[config.mk]
export PLATFORM = sky130hd
export DESIGN_NAME = ama_riscv_reg_dump
export DESIGN_NICKNAME = d
export VERILOG_FILES = /design/src/rtl/ama_riscv_defines.sv /design/src/rtl/ama_riscv_reg_dump.sv
export SDC_FILE = /design/constraint.sdc
export NUM_CORES = 1
export LEC_CHECK = 0
export ABC_AREA = 1
export CAP_MARGIN = 10
export CORE_MARGIN = 3
export CORE_UTILIZATION = 30
export CTS_BUF_LIST = sky130_fd_sc_hd__clkbuf_8 sky130_fd_sc_hd__clkbuf_16
export CTS_CLUSTER_DIAMETER = 100
export DETAILED_ROUTE_END_ITERATION = 8
export SLEW_MARGIN = 20
export SYNTH_ARGS = -nofsm -noshare
export SYNTH_HDL_FRONTEND = slang
export SYNTH_SLANG_ARGS = --single-unit
[constraint.sdc]
create_clock -name clk -period 1.7 [get_ports clk]
set_clock_uncertainty 0.2 [all_clocks]
set_input_delay 0.34 -clock clk [delete_from_list [all_inputs] [get_ports clk]]
set_output_delay 0.34 -clock clk [all_outputs]
set_load 0.02 [all_outputs]
[src/rtl/ama_riscv_defines.sv]
// Shared register-file constants and the reg-dump FSM state encoding.
package ama_riscv_defines;

    localparam int DATA_WIDTH = 32;
    localparam int ADDR_WIDTH = 5;
    localparam int REG_NUM    = 32;

    typedef enum logic [1:0] {
        IDLE = 2'd0,
        LOAD = 2'd1,
        SEND = 2'd2
    } dump_state_t;

endpackage

[src/rtl/ama_riscv_reg_dump.sv]
// Register file read-out engine: sweeps addresses 0..REG_NUM-1 and streams {addr, data} beats.
// Define AMA_RISCV_REG_DUMP_CSUM_EN to append an XOR checksum beat after the last register.
module ama_riscv_reg_dump
    import ama_riscv_defines::*;
#(
    parameter int DW = DATA_WIDTH,
    parameter int AW = ADDR_WIDTH,
    parameter int RN = REG_NUM
) (
    input  logic          clk,
    input  logic          rst,
    input  logic          start,
    output logic [AW-1:0] rf_addr,
    input  logic [DW-1:0] rf_data,
    output logic          out_valid,
    input  logic          out_ready,
    output logic [AW-1:0] out_addr,
    output logic [DW-1:0] out_data,
    output logic          out_last,
    output logic          out_csum,
    output logic          busy,
    output logic          done
);

    localparam logic [AW:0] LAST_IDX = (AW+1)'(RN - 1);

    dump_state_t   state, state_nx;
    logic [AW:0]   idx, idx_nx;
    logic [AW-1:0] addr_nx;
    logic [DW-1:0] data_nx;
    logic          valid_nx, last_nx, done_nx, csum_flag_nx;
    logic          capture;
    logic          csum_flag;

`ifdef AMA_RISCV_REG_DUMP_CSUM_EN
    logic [DW-1:0] csum, csum_nx;
`endif

    assign rf_addr = idx[AW-1:0];
    assign busy    = (state != IDLE);

    always_comb begin
        state_nx     = state;
        idx_nx       = idx;
        addr_nx      = out_addr;
        data_nx      = out_data;
        last_nx      = out_last;
        valid_nx     = out_valid;
        csum_flag_nx = csum_flag;
        done_nx      = 1'b0;
        capture      = 1'b0;
`ifdef AMA_RISCV_REG_DUMP_CSUM_EN
        csum_nx      = csum;
`endif
        case (state)
            IDLE: begin
                // a start coinciding with the done pulse is dropped
                if (start && !done) begin
                    state_nx = LOAD;
                    idx_nx   = '0;
`ifdef AMA_RISCV_REG_DUMP_CSUM_EN
                    csum_nx  = '0;
`endif
                end
            end
            LOAD: begin
                capture  = 1'b1;
                state_nx = SEND;
            end
            SEND: begin
                if (out_valid && out_ready) begin
                    if (out_last) begin
                        valid_nx     = 1'b0;
                        last_nx      = 1'b0;
                        csum_flag_nx = 1'b0;
                        done_nx      = 1'b1;
                        state_nx     = IDLE;
`ifdef AMA_RISCV_REG_DUMP_CSUM_EN
                    end else if (idx == LAST_IDX + 1'b1) begin
                        addr_nx      = '0;
                        data_nx      = csum;
                        last_nx      = 1'b1;
                        csum_flag_nx = 1'b1;
`endif
                    end else begin
                        capture = 1'b1;
                    end
                end
            end
            default: state_nx = IDLE;
        endcase

        if (capture) begin
            addr_nx      = idx[AW-1:0];
            data_nx      = rf_data;
            valid_nx     = 1'b1;
            csum_flag_nx = 1'b0;
            idx_nx       = idx + 1'b1;
`ifdef AMA_RISCV_REG_DUMP_CSUM_EN
            last_nx      = 1'b0;
            csum_nx      = csum ^ rf_data;
`else
            last_nx      = (idx == LAST_IDX);
`endif
        end
    end

    always_ff @(posedge clk or posedge rst) begin
        if (rst) begin
            state     <= IDLE;
            idx       <= '0;
            out_valid <= 1'b0;
            out_addr  <= '0;
            out_data  <= '0;
            out_last  <= 1'b0;
            csum_flag <= 1'b0;
            done      <= 1'b0;
        end else begin
            state     <= state_nx;
            idx       <= idx_nx;
            out_valid <= valid_nx;
            out_addr  <= addr_nx;
            out_data  <= data_nx;
            out_last  <= last_nx;
            csum_flag <= csum_flag_nx;
            done      <= done_nx;
        end
    end

`ifdef AMA_RISCV_REG_DUMP_CSUM_EN
    always_ff @(posedge clk or posedge rst) begin
        if (rst) csum <= '0;
        else     csum <= csum_nx;
    end
    assign out_csum = csum_flag;
`else
    assign out_csum = 1'b0;
`endif

endmodule

-- After elaboration in Yosys (flattened, before gate mapping)
Cells that the tools add are included.
- $add $sub $neg: 1
- mux-type cells: 20
- reductions and logical operators: 14
- equality and inequality tests: 6
- operators by type and width (kind ; count):
    two-way mux 6 bit ; 3
    two-way mux 1 bit ; 12
    nonzero test 2 bit ; 6
    adder 6 x 1 -> 6 bit (second input constant) ; 1
    equality test 6 x 5 -> 1 bit (second input constant) ; 1
    two-way mux 2 bit ; 3
    inequality test 2 bit (second input constant) ; 3
    one-hot mux 2 bit (3 select lines) ; 1
    AND reduction 3 bit ; 2
    AND reduction 2 bit ; 2
    equality test 2 x 1 -> 1 bit (second input constant) ; 1
    equality test 2 bit (second input constant) ; 1
    logical AND 1 bit ; 2
    zero test 2 bit ; 1
    one-hot mux 1 bit (2 select lines) ; 1
    zero test 1 bit ; 1
- logic and storage cells: 48
- output and inout bits: 47
- input port bits: 36
- bits in registers: 48

-- Logic depth before layout (Yosys ltp)
Gate-level depths: netlist (run 1).
- word-level depth: 5
- depth in mapped cells: 9
- depth with buffers taken out: 8

-- Worst setup path after synthesis (run 1)
No wires, ideal clock.
- path kind: reg-to-reg
- start: register state[0]
- end: register out_data[10]
- setup time: 116 ps
- required time: 1384 ps
- arrival: 1216 ps
- path slack: 168 ps
- path buffers: 2
- cell stages (with the launch flop): 10
- clock period less this slack: 1532 ps
- path through: dfrtp_1 -> inv_1 -> ha_1 -> nand4_1 -> nand2_1 -> nand2_2 -> buf_6 -> buf_6 -> nand2_1 -> nand2_1
- longest elaborated chain between the ends: 2
- elaborated cells on any way between the ends: 3
- classes of those cells: eq/ne (2); mux (1)
- RTL lines (item ; RTL line ; RTL):
    from (decl) ; ama_riscv_reg_dump.sv:27 ; dump_state_t state, state_nx;
    from (signal assigned) ; ama_riscv_reg_dump.sv:119 ; state <= state_nx;
    equality test 2 bit or equality test 2 x 1 -> 1 bit (tied branches) ; ama_riscv_reg_dump.sv:55 ; case (state)
    one-hot mux 1 bit (2 select lines) (*) ; ama_riscv_reg_dump.sv:55 ;
    to (signal assigned) ; ama_riscv_reg_dump.sv:123 ; out_data <= data_nx;
    to (decl) ; ama_riscv_reg_dump.sv:18 ; output logic [DW-1:0] out_data,
Every way passes the cells marked *; elsewhere a longest branch is shown, timed or not.
A chain may end at the register's enable or synchronous reset.

-- Worst setup path after layout (run 1)
- start: register state[1]
- end: register out_data[6]
Same word-level chain as after synthesis.

==> results.md, run 1 <==
- Met2 Track Usage GR: 24.3%
- Root Driver: clkbuf_8
- Area Overhead vs Synth: 83.0%
- Avg WL per Cell: 14.2 um
- # port buffers: 81
- Post-Syn Nets: 281
- Int Pwr: 0.00427 W
- Post-Synthesis Cells: 241
- Reg-to-Reg Start: state[1]
- Post-synthesis cell type count: 16
- Pleak: 2.01 nW
- DR vias/cell: 4.50
- Die area: 0.00792 mm2
- Sequential share of power: 26.2%
- Initial core utilization: 31.8%
- Pre-antenna DRT Iters: 4
- Largest fanout on the critical path: 5
- # diodes: 0
- WP data required: 1700 ps
- Non-Filler Instances: 426
- Final-layout fill cell count: 578
- Placed insts: 401
- Overflow left after global routing: 0
- Pre-CTS WS: -140 ps
- Busiest grt layer: met2
- Max Clk Rate: 581 MHz
- Failing checks: negative setup slack
- Most frequent cells in the layout: nand2_1, nand2_2, dfrtp_1
- Worst setup margin: -22.3 ps
- Clock power frac: 11.2%
- Warnings from Yosys: 0
- Final wirelength: around 6.0 mm
- Core area: 0.00649 mm2
- Flop-to-flop setup slack: -20 ps
- Iteration-0 DRC count of the detailed router: 59
- Setup crit start kind: flip-flop
- Worst vdd ir: 0.000763 V
- Status: complete, but fails checks
- Comb power frac: between 60% and 70%
- Gpl congestion: 0.821
- Hold WC Path Type: in -> async
- Worst-Skew Late Latency: 300 ps
- Clk pin slew, worst setup/hold paths: around 90 ps
- GR Util met3: under 10%
- Nets: between 300 and 400
- Max Cap Viol: 0
- Part of the cycle the worst path needs: 101%
- Total power: 0.00733 W
- Crit Path Class: reg -> reg
- PwrDens: 1940 mW/mm2
- Vias in the first global route: 1,830
- Syn_area_per_cell: 8.57 um2
- TritonCTS clock tree: done
- Crit. End Element: flip-flop
- Clock tree buffer depth: 2
- Number of synthesized register bits: 48
- Vias: ~1.9k
- Final ANT Viol Nets: 0
- Post-DP HPWL: 3.56 mm
- CTS buffer count: 5
- Most common cell after layout, fill and taps aside: nand2_1
- Clock sinks: 48
- Die Y: around 89 um
- Antenna violations before repair: 0
- Sw Share: 41.8%
- P_sw: 0.00306 W
- RSZ-0062 raised after global routing: yes
- M1 GR Usage: 19.2%
- Arrival @ worst endpoint: 1720 ps
- First-pass GRT wire length: between 8 and 9 mm
- Crit path launch: state[1]
- FP Rows: 29
- # setup viols final: 8
- Share of layout cells above drive strength 1: 36.4%
- GRT Util Overall: 14.7%
- Hold Fails Final Rpt: 0
- Crit path time final: around 1700 ps
- DRC: 0
- Synth area leaders: dfrtp_1, nand2_1, buf_4
- I/O Pins: 83
- Mapped cell area: around 0.0021 mm2
- Largest area contributor in the netlist: dfrtp_1
- Final slew viol count: 0
- H-tree Lvls: 2
- Sequential-to-total area share from yosys stat: 58.1%
- Area share of the largest cell type after synthesis: 58.1%
- Die X-Extent: 89.0 um
- Largest net degree at the start of global routing: 23
## cell type report
cell class                      instances  area [um2]  area share, %
Inverter                               14        60.1           1.59
Timing Repair Buffer                  115        1300           34.3
Tap cell                               77        96.3           2.55
Clock inverter                          3        38.8           1.03
Multi-Input combinational cell        164        1020           26.9
Clock buffer                            5        68.8           1.82
Sequential cell                        48        1200           31.8
## path summary, 6_finish.rpt
path,to,depth (start not counted)
worst max-delay path,out_data[6],10
worst min-delay path,out_data[12],2
worst max register to register,out_data[6],10
worst min register to register,out_data[20],2
max in group asynchronous,out_data[1],3
min in group clk,out_data[20],2
## power groups by stage
stage | logic (W) | clock network, W | registers, W
floorplan | 0.00123 | 0 | 0.00234
global placement | 0.00311 | 0 | 0.00184
detailed placement | 0.00316 | 0 | 0.00185
CTS | 0.00374 | 0.000837 | 0.00182
global route | 0.00494 | 0.000883 | 0.00198
finish | 0.00459 | 0.000819 | 0.00192
## registers in the layout, indices dropped and copies added (netlist names)
signal and cells:
out_addr 5, idx 6, out_valid 1, out_last 1, state 2, out_data 32
done 1
## cells by family (layout without fill, tap and decap cells)
logic type,count (synthesis),in the layout,share of synthesized area (%)
DFF,48,48,58.1
and+or+nand+nor,150,150,28.5
buffers and inverters,29,137,8.18
AOI/OAI and AO/OA,7,7,1.70
other,1,1,0.182
xor gates and xnor gates,2,2,0.848
adders and majority gates,4,4,2.42
## layer usage
layer / vias to the layer above / part of all wire [%] / wire length, um
met1: 900 / 45 / 2740
met4: 0 / 0.91 / 55
li1: 956 / - / -
met3: 5 / 5.1 / 308
met2: 54 / 49 / 2940
met5: - / 0 / 0
## per-stage QoR
step / utilization, % / cell area (um2) / TNS (ps) / hold slack [ps]
final: 58.2 / 3780 / -81.9 / 104
after CTS: 51.6 / 3350 / -90.7 / 111
after global routing: 58.2 / 3780 / -2500 / 120
after detailed placement: 46.9 / 3050 / -4470 / 264
after global placement: 46.9 / 3050 / -3380 / 262
after floorplan: - / 2070 / 0 / 250
## Yosys cell counts
cell type,n
buf_2,3
buf_4,9
buf_6,3
conb_1,1
dfrtp_1,48
ha_1,4
inv_1,12
inv_2,2
nand2_1,131
nand2_2,1
nand3_1,12
nand4_1,3
nor2_1,2
nor3_1,1
o21ai_0,7
xor2_1,2
## critical path, stage by stage, from the launching register on
cell	delay, ps
dfrtp_1	390
buf_4	150
ha_4	160
nand4_1	80
nand2_2	80
nand2_4	120
inv_8	50
buf_12	130
clkbuf_16	160
nand2_2	60
nand2_1	50
## what timing repair did
action / CTS / global route
hold buffers: 0 / 0
endpoints found under the hold margin: 0 / 0
buffers inserted: 5 / 3
endpoints found under the setup margin: 72 / 44
pin swaps: 4 / 25
resized for setup: 70 / 95
gates cloned: 5 / 6
(Power assumes the default switching activity.)
==> run 2, diff against run 1 <==
SLEW_MARGIN = 15   (was 20)
==> results of run 2 <==
Final layout, timing and power as in run 1 (identical DEF).
==> run 3, diff against run 2 <==
GPL_ROUTABILITY_DRIVEN = 1   (was unset)
==> results of run 3 <==
Final layout, timing and power as in run 1 (identical DEF).
